**config.mk**
```make
export PLATFORM = sky130hd
export DESIGN_NAME = alu_cmd_sequencer
export DESIGN_NICKNAME = d
export VERILOG_FILES = /design/src/rtl/alu_cmd_sequencer.sv
export SDC_FILE = /design/constraint.sdc
export NUM_CORES = 1
export LEC_CHECK = 0
export ABC_AREA = 1
export CAP_MARGIN = 40
export CORE_MARGIN = 5
export CORE_UTILIZATION = 45
export CTS_CLUSTER_SIZE = 16
export DETAILED_ROUTE_END_ITERATION = 6
export GPL_ROUTABILITY_DRIVEN = 1
export PLACE_DENSITY = 0.74
export SYNTH_ARGS = -nofsm -noshare
export SYNTH_HDL_FRONTEND = slang
export SYNTH_SLANG_ARGS = --single-unit
```
**constraint.sdc**
```tcl
create_clock -name clk -period 8.9 [get_ports clk]
set_input_delay 2.67 -clock clk [delete_from_list [all_inputs] [get_ports clk]]
set_output_delay 2.67 -clock clk [all_outputs]
set_load 0.01 [all_outputs]
```
**src/rtl/alu_cmd_sequencer.sv**
```systemverilog
// alu_cmd_sequencer: framed byte-stream front end for the 32-bit ALU.
// Accepts a command byte plus big-endian operands, holds them on the ALU
// for EXEC_CYCLES, captures result/flags and streams them back out.
module alu_cmd_sequencer #(
    parameter int EXEC_CYCLES = 1
) (
    input  logic        clk,
    input  logic        rst,
    input  logic [7:0]  in_data,
    input  logic        in_valid,
    output logic        in_ready,
    output logic [7:0]  out_data,
    output logic        out_valid,
    input  logic        out_ready,
    output logic [31:0] alu_a,
    output logic [31:0] alu_b,
    output logic [4:0]  alu_op,
    input  logic [31:0] alu_result,
    input  logic [3:0]  alu_flags,
    output logic        busy,
    output logic        done
);

    typedef enum logic [2:0] {
        S_CMD,
        S_LOAD_A,
        S_LOAD_B,
        S_EXEC,
        S_SEND
    } state_t;

    localparam logic [3:0] EXEC_LOAD = 4'(EXEC_CYCLES - 1);
    localparam logic [4:0] OP_ILLEGAL_MIN = 5'd28;

    state_t      state_q, state_d;
    logic [1:0]  byte_cnt;
    logic [2:0]  send_idx;
    logic [3:0]  exec_cnt;
    logic [4:0]  op_q;
    logic        unary_q;
    logic        flags_q;
    logic [31:0] a_q;
    logic [31:0] b_q;
    logic [31:0] result_q;   // doubles as the CHAIN source register
    logic [7:0]  status_q;
    logic        in_fire;
    logic        out_fire;
    logic        send_last;
    logic        exec_last;
    logic        illegal;

    // Input is only taken while framing a command, never while held in reset.
    assign in_ready  = !rst && (state_q == S_CMD || state_q == S_LOAD_A || state_q == S_LOAD_B);
    assign in_fire   = in_valid && in_ready;
    assign out_valid = (state_q == S_SEND);
    assign out_fire  = out_valid && out_ready;
    assign send_last = (send_idx == (flags_q ? 3'd4 : 3'd3));
    assign exec_last = (exec_cnt == 4'd0);
    assign illegal   = (op_q >= OP_ILLEGAL_MIN);
    assign busy      = (state_q != S_CMD);
    assign alu_a     = a_q;
    assign alu_b     = b_q;
    assign alu_op    = op_q;

    // State register.
    always_ff @(posedge clk or posedge rst) begin
        // NOTE: sequential state uses non-blocking (<=) so every register samples pre-edge values.
        if (rst) state_q <= S_CMD;
        else     state_q <= state_d;
    end

    // Next-state decode plus the output byte mux and done pulse.
    always_comb begin
        // NOTE: every output of this block gets a default first, so no path can infer a latch.
        state_d  = state_q;
        out_data = 8'h00;
        done     = 1'b0;
        case (state_q)
            S_CMD: begin
                if (in_fire) begin
                    if (!in_data[6])     state_d = S_LOAD_A;
                    else if (!in_data[5]) state_d = S_LOAD_B;
                    else                  state_d = S_EXEC;
                end
            end
            S_LOAD_A: begin
                if (in_fire && byte_cnt == 2'd3) state_d = unary_q ? S_EXEC : S_LOAD_B;
            end
            S_LOAD_B: begin
                if (in_fire && byte_cnt == 2'd3) state_d = S_EXEC;
            end
            S_EXEC: begin
                if (exec_last) state_d = S_SEND;
            end
            S_SEND: begin
                case (send_idx)
                    3'd0:    out_data = result_q[31:24];
                    3'd1:    out_data = result_q[23:16];
                    3'd2:    out_data = result_q[15:8];
                    3'd3:    out_data = result_q[7:0];
                    default: out_data = status_q;
                endcase
                if (out_fire && send_last) begin
                    state_d = S_CMD;
                    done    = 1'b1;
                end
            end
            default: state_d = S_CMD;
        endcase
    end

    // Datapath: command decode, operand shift-in, counters and result capture.
    always_ff @(posedge clk or posedge rst) begin
        if (rst) begin
            byte_cnt <= 2'd0;
            send_idx <= 3'd0;
            exec_cnt <= 4'd0;
            op_q     <= 5'd0;
            unary_q  <= 1'b0;
            flags_q  <= 1'b0;
            a_q      <= 32'd0;
            b_q      <= 32'd0;
            result_q <= 32'd0;
            status_q <= 8'd0;
        end else begin
            // Per-state counters restart on every state entry.
            if (state_d != state_q) begin
                byte_cnt <= 2'd0;
                send_idx <= 3'd0;
            end else begin
                if (in_fire && (state_q == S_LOAD_A || state_q == S_LOAD_B))
                    byte_cnt <= byte_cnt + 2'd1;
                if (out_fire)
                    send_idx <= send_idx + 3'd1;
            end

            if (state_d == S_EXEC && state_q != S_EXEC) exec_cnt <= EXEC_LOAD;
            else if (state_q == S_EXEC && !exec_last)   exec_cnt <= exec_cnt - 4'd1;

            if (state_q == S_CMD && in_fire) begin
                op_q    <= in_data[4:0];
                unary_q <= in_data[5];
                flags_q <= in_data[7];
                if (in_data[6]) a_q <= result_q;
                if (in_data[5]) b_q <= 32'd0;
            end

            if (state_q == S_LOAD_A && in_fire) a_q <= {a_q[23:0], in_data};
            if (state_q == S_LOAD_B && in_fire) b_q <= {b_q[23:0], in_data};

            if (state_q == S_EXEC && exec_last) begin
                result_q <= illegal ? 32'd0 : alu_result;
                status_q <= {illegal, 3'b000, alu_flags};
            end
        end
    end

endmodule

```
After elaboration in Yosys (flattened, before gate mapping)
Cells that the tools add are included.
- add/sub/neg operators: 3
- $mul: 0
- div/mod/pow operators: 0
- magnitude comparators: 1
- equal/unequal tests: 12
- shift-type cells: 0
- multiplexer cells: 27
- bitwise operators: 0
- reductions and logical operators: 30
- operators with widths (kind ; number):
    two-way mux 32 bit ; 7
    one-hot mux 8 bit (4 select lines) ; 1
    two-way mux 3 bit ; 8
    equality test 3 x 2 -> 1 bit, second input constant ; 5
    one-hot mux 3 bit (5 select lines) ; 1
    nonzero test 2 bit ; 7
    logical AND 1 bit ; 12
    two-way mux 4 bit ; 2
    two-way mux 8 bit ; 1
    equality test 3 x 1 -> 1 bit, second input constant ; 2
    logical NOT 3 bit ; 2
    two-way mux 2 bit ; 3
    greater-or-equal comparator 5 bit, second input constant ; 1
    logical NOT 4 bit ; 1
    two-way mux 1 bit ; 4
    AND reduction 2 bit ; 2
    subtractor 4 x 1 -> 4 bit, second input constant ; 1
    adder 3 x 1 -> 3 bit, second input constant ; 1
    equality test 3 bit ; 1
    equality test 3 bit, second input constant ; 1
    logical OR 1 bit ; 3
    != test 3 x 2 -> 1 bit, second input constant ; 1
    != test 3 bit ; 1
    nonzero test 3 bit ; 1
    other kinds (3) ; 4
- flip-flop bits (word level): 120
- latch bits: 0
- memory bits (writable): 0
- memory bits (read-only): 0
- bits of input ports: 48
- output and inout port bits: 81
- logic and storage cells: 84
- memories: 0

Longest topological paths before layout
- depth after elaboration: 11
- gate-level depth with buffers: 11
- depth with buffers taken out: 10

Worst setup path before layout
OpenSTA, ideal clock, no wires.
- kind: input-to-output
- from: input out_ready
- to: output done
- arrival: 3.173 ns
- required time: 6.230 ns
- setup slack: 3.057 ns
- stages on the path: 4
- buffers on the path: 0
- path through: inv_1 nor2_1 nand2_1 inv_1
- word-level cells in the longest chain between the ends: 4
- RTL lines (item ; line ; source):
    from (decl) ; 14 ; input logic out_ready,
    logical AND 1 bit ; 56 ; assign out_fire = out_valid && out_ready;
    logical AND 1 bit ; 103 ; if (out_fire && send_last) begin
    two-way mux 1 bit ; 103 ;
    two-way mux 1 bit ; 78 ; case (state_q)
    to (decl) ; 21 ; output logic done
Every way passes these cells.

Worst setup path in the final report
Ends and elaborated chain as after synthesis.

==> reports/metrics.csv <==
stage;metric;value;unit
outcome;status;finished, final reports clean;
floorplan;row_count;40;
grt;grt_max_degree;63;
sta;slew_viol_final;0;
setup_path;cp-end-kind;primary output;
setup_path;path_buf_inv;4;
run;maxCapViolCount;0;
cells_and_area;area_growth;35.4;%
grt;grt_pass1_vias;4802;
place;port_buffers;128;
sta;hold_ws;0.484;ns
routing;drcViolationCount;0;
setup_path;arrival;4.29;ns
sta;period_share;78.2;%
setup_path;critPathMaxFanout;5;
floorplan;core_area;0.0119;sq mm
floorplan;die_w;120;um
setup_path;crit_family;buffers and inverters;
clock_network;holdBufCountCts;0;
sta;rsz0062_at_grt;no;
synthesis;syn-cell-area;0.00540;sq mm
grt;grt_pass1_wl;24.9;mm
place;dpl.hpwl;11.1;mm
floorplan;floorplan.die_area;0.0143;sq mm
setup_path;max_stage_delay;0.53;ns
floorplan;start_util;45.5;%
pwr;vdd_drop_max;227;uV
sta;min_period;6.96;ns
routing;first_iter_violations;443;
synthesis;synth.area.top_cells;dfrtp_1 56%, nand2_1 8.9%, inv_1 4.3%;
routing;antenna_left;0;
routing;routed_wl;15.5;mm
floorplan;die_y;120;um
setup_path;cp-startpoint;out_ready;
synthesis;netlist.area_leader.share;55.6;%
cells_and_area;finish.net_count;752;
place;pre_cts_ws;1.97;ns
synthesis;yosys.area.top_type;dfrtp_1;
pwr;cell_internal_pwr;0.00176;W
synthesis;synth_cell_types;35;
pwr;p_leak;3.21;nW
grt;grt.overflow.total;0;
synthesis;yosys_register_bits;120;
clock_network;tritoncts;built;
clock_network;cts_resized;0;
cells_and_area;fillers;965;
clock_network;htreeDepth;4;
pwr;cellPowerDensity;375;mW/mm^2
sta;fin_setup_tns;0;ns
setup_path;crit_chain;clkdlybuf4s50_1 -> inv_1 -> nor2_1 -> nand2_1 -> inv_1 -> clkdlybuf4s50_1;
routing;first_pass_iters;6;
clock_network;cts_sinks;120;
routing;wl_per_cell;18.1;um
setup_path;required;6.23;ns
pwr;swShare;35.9;%
cells_and_area;mostFrequentLayoutCells;128 x nand2_1, 128 x clkdlybuf4s50_1, 120 x dfrtp_1;
grt;grt_usage;22.4;%
pwr;seqPwrFrac;36.9;%
clock_network;clockBufferDepth;2;
clock_network;cts_buffers;17;
pwr;power.switching;0.000983;W
routing;via_per_inst;5.45;
clock_network;clk_pin_slew;0.05;ns
setup_path;crit_path_start_kind;primary input;
synthesis;seq_area_frac_synth;55.6;%
hold_path;hp-class;register to register;
sta;relSlewSlack;41.3;%
grt;antenna_found_initial;0;
pwr;clkPwrFrac;25.4;%
cells_and_area;drive_above_1_share;8.03;%
floorplan;io_pins;129;
clock_network;root_buffer;clkbuf_16;
synthesis;syn-num-nets;630;
sta;finalSetupViolations;0;
synthesis;synth_warnings;0;
hold_path;min_from;status_q[3];
clock_network;cts_setup_buffers;0;
sta;max_freq;0.144;GHz
setup_path;cpMaxStageDelayCell;clkdlybuf4s50_1;
synthesis;avgSynthCellArea;9.39;sq um
routing;vias;4668;
sta;finalClockSkew;0.00906;ns
setup_path;worst-setup-path-type;primary input to primary output;
setup_path;reg2reg_from;exec_cnt[0];
pwr;p_comb_share;37.7;%
sta;worst_slew_pin_slew;0.880;ns
cells_and_area;antenna_cells;0;
clock_network;clock_latency;0.42;ns
sta;layout_setup_ws;1.94;ns
place;globalplace.congestion;0.938;
synthesis;syn_inst;575;
sta;finalHoldViolations;0;
layout make-up:
cell class	instances	area, sq um	share of cell area (%)
Sequential cell	120	3000	41.1
Multi-Input combinational cell	361	1940	26.6
Timing Repair Buffer	130	1320	18.0
Clock buffer	21	450	6.16
Inverter	67	262	3.58
Tap cell	147	184	2.52
Clock inverter	11	149	2.04
per-stage QoR:
stage	utilization, %	std cells	instance area, sq um	total power [W]
final	61.6	857	7310	0.00274
after global routing	61.6	857	7310	0.00291
after detailed placement	56.6	825	6710	0.00205
after floorplan	-	575	5400	0.00154
after CTS	61.6	857	7310	0.00275
after global placement	56.3	824	6680	0.00200
layer usage:
metal	track usage (%)	share of wire (%)	vias up
met5	0	0	-
met4	12.5	4.1	0
met3	6.74	6.4	45
met2	34.9	48	200
met1	27.9	41	2255
li1	-	-	2168
synthesized netlist by cell type, drive strengths merged:
cell,number
and2,1
buf,22
nand3,17
ha,7
nor4,1
or2,1
inv,67
o21ai,35
a31oi,32
o221ai,1
nand2,133
dfrtp,120
a21oi,11
a221oi,8
xor2,5
o22ai,23
a22o,20
nor2,59
o21bai,1
mux2,2
nand4,2
clkbuf,5
mux2i,1
nor3,1
tightest hold or removal path: cells and delay by family, from the launching register on:
family | cells | cell delay, ns
flip-flops | 1 | 0.35
AND/OR/NAND/NOR | 2 | 0.11
flip-flops by register name, indices dropped and copies added (netlist names), 3 cells and up:
name      flops
alu_a        32
alu_b        32
alu_op        5
exec_cnt      4
result_q     32
send_idx      3
state_q       3
status_q      5
power by group through the flow:
| stage | registers, W | logic [W] | clock network, W |
|---|---|---|---|
| 6_report | 0.00101 | 0.00103 | 0.000696 |
| 5_1_grt | 0.00104 | 0.00114 | 0.000732 |
| 4_1_cts | 0.00101 | 0.00104 | 0.000701 |
| 3_5_place_dp | 0.00101 | 0.00103 | 0 |
| 3_3_place_gp | 0.00101 | 0.000995 | 0 |
| 2_1_floorplan | 0.00102 | 0.000516 | 0 |
worst paths after layout:
path,end,slack (ns),cells after the start
setup / recovery,done,1.94,6
min in group asynchronous,alu_b[5],2.76,2
hold / removal,status_q[3],0.48,2
hold reg to reg,status_q[3],0.48,2
setup reg to reg,result_q[11],6.08,8
max in group asynchronous,alu_a[24],5.08,4
kinds of logic after synthesis:
group / synth area share (%)
multiplexers: 0.603
AND/OR/NAND/NOR: 16.9
buffers and inverters: 8.35
adder cells (fa/ha/maj): 1.62
flip-flops: 55.6
XOR/XNOR: 0.811
AO/OA/AOI/OAI: 16.1
(Power assumes the default switching activity.)
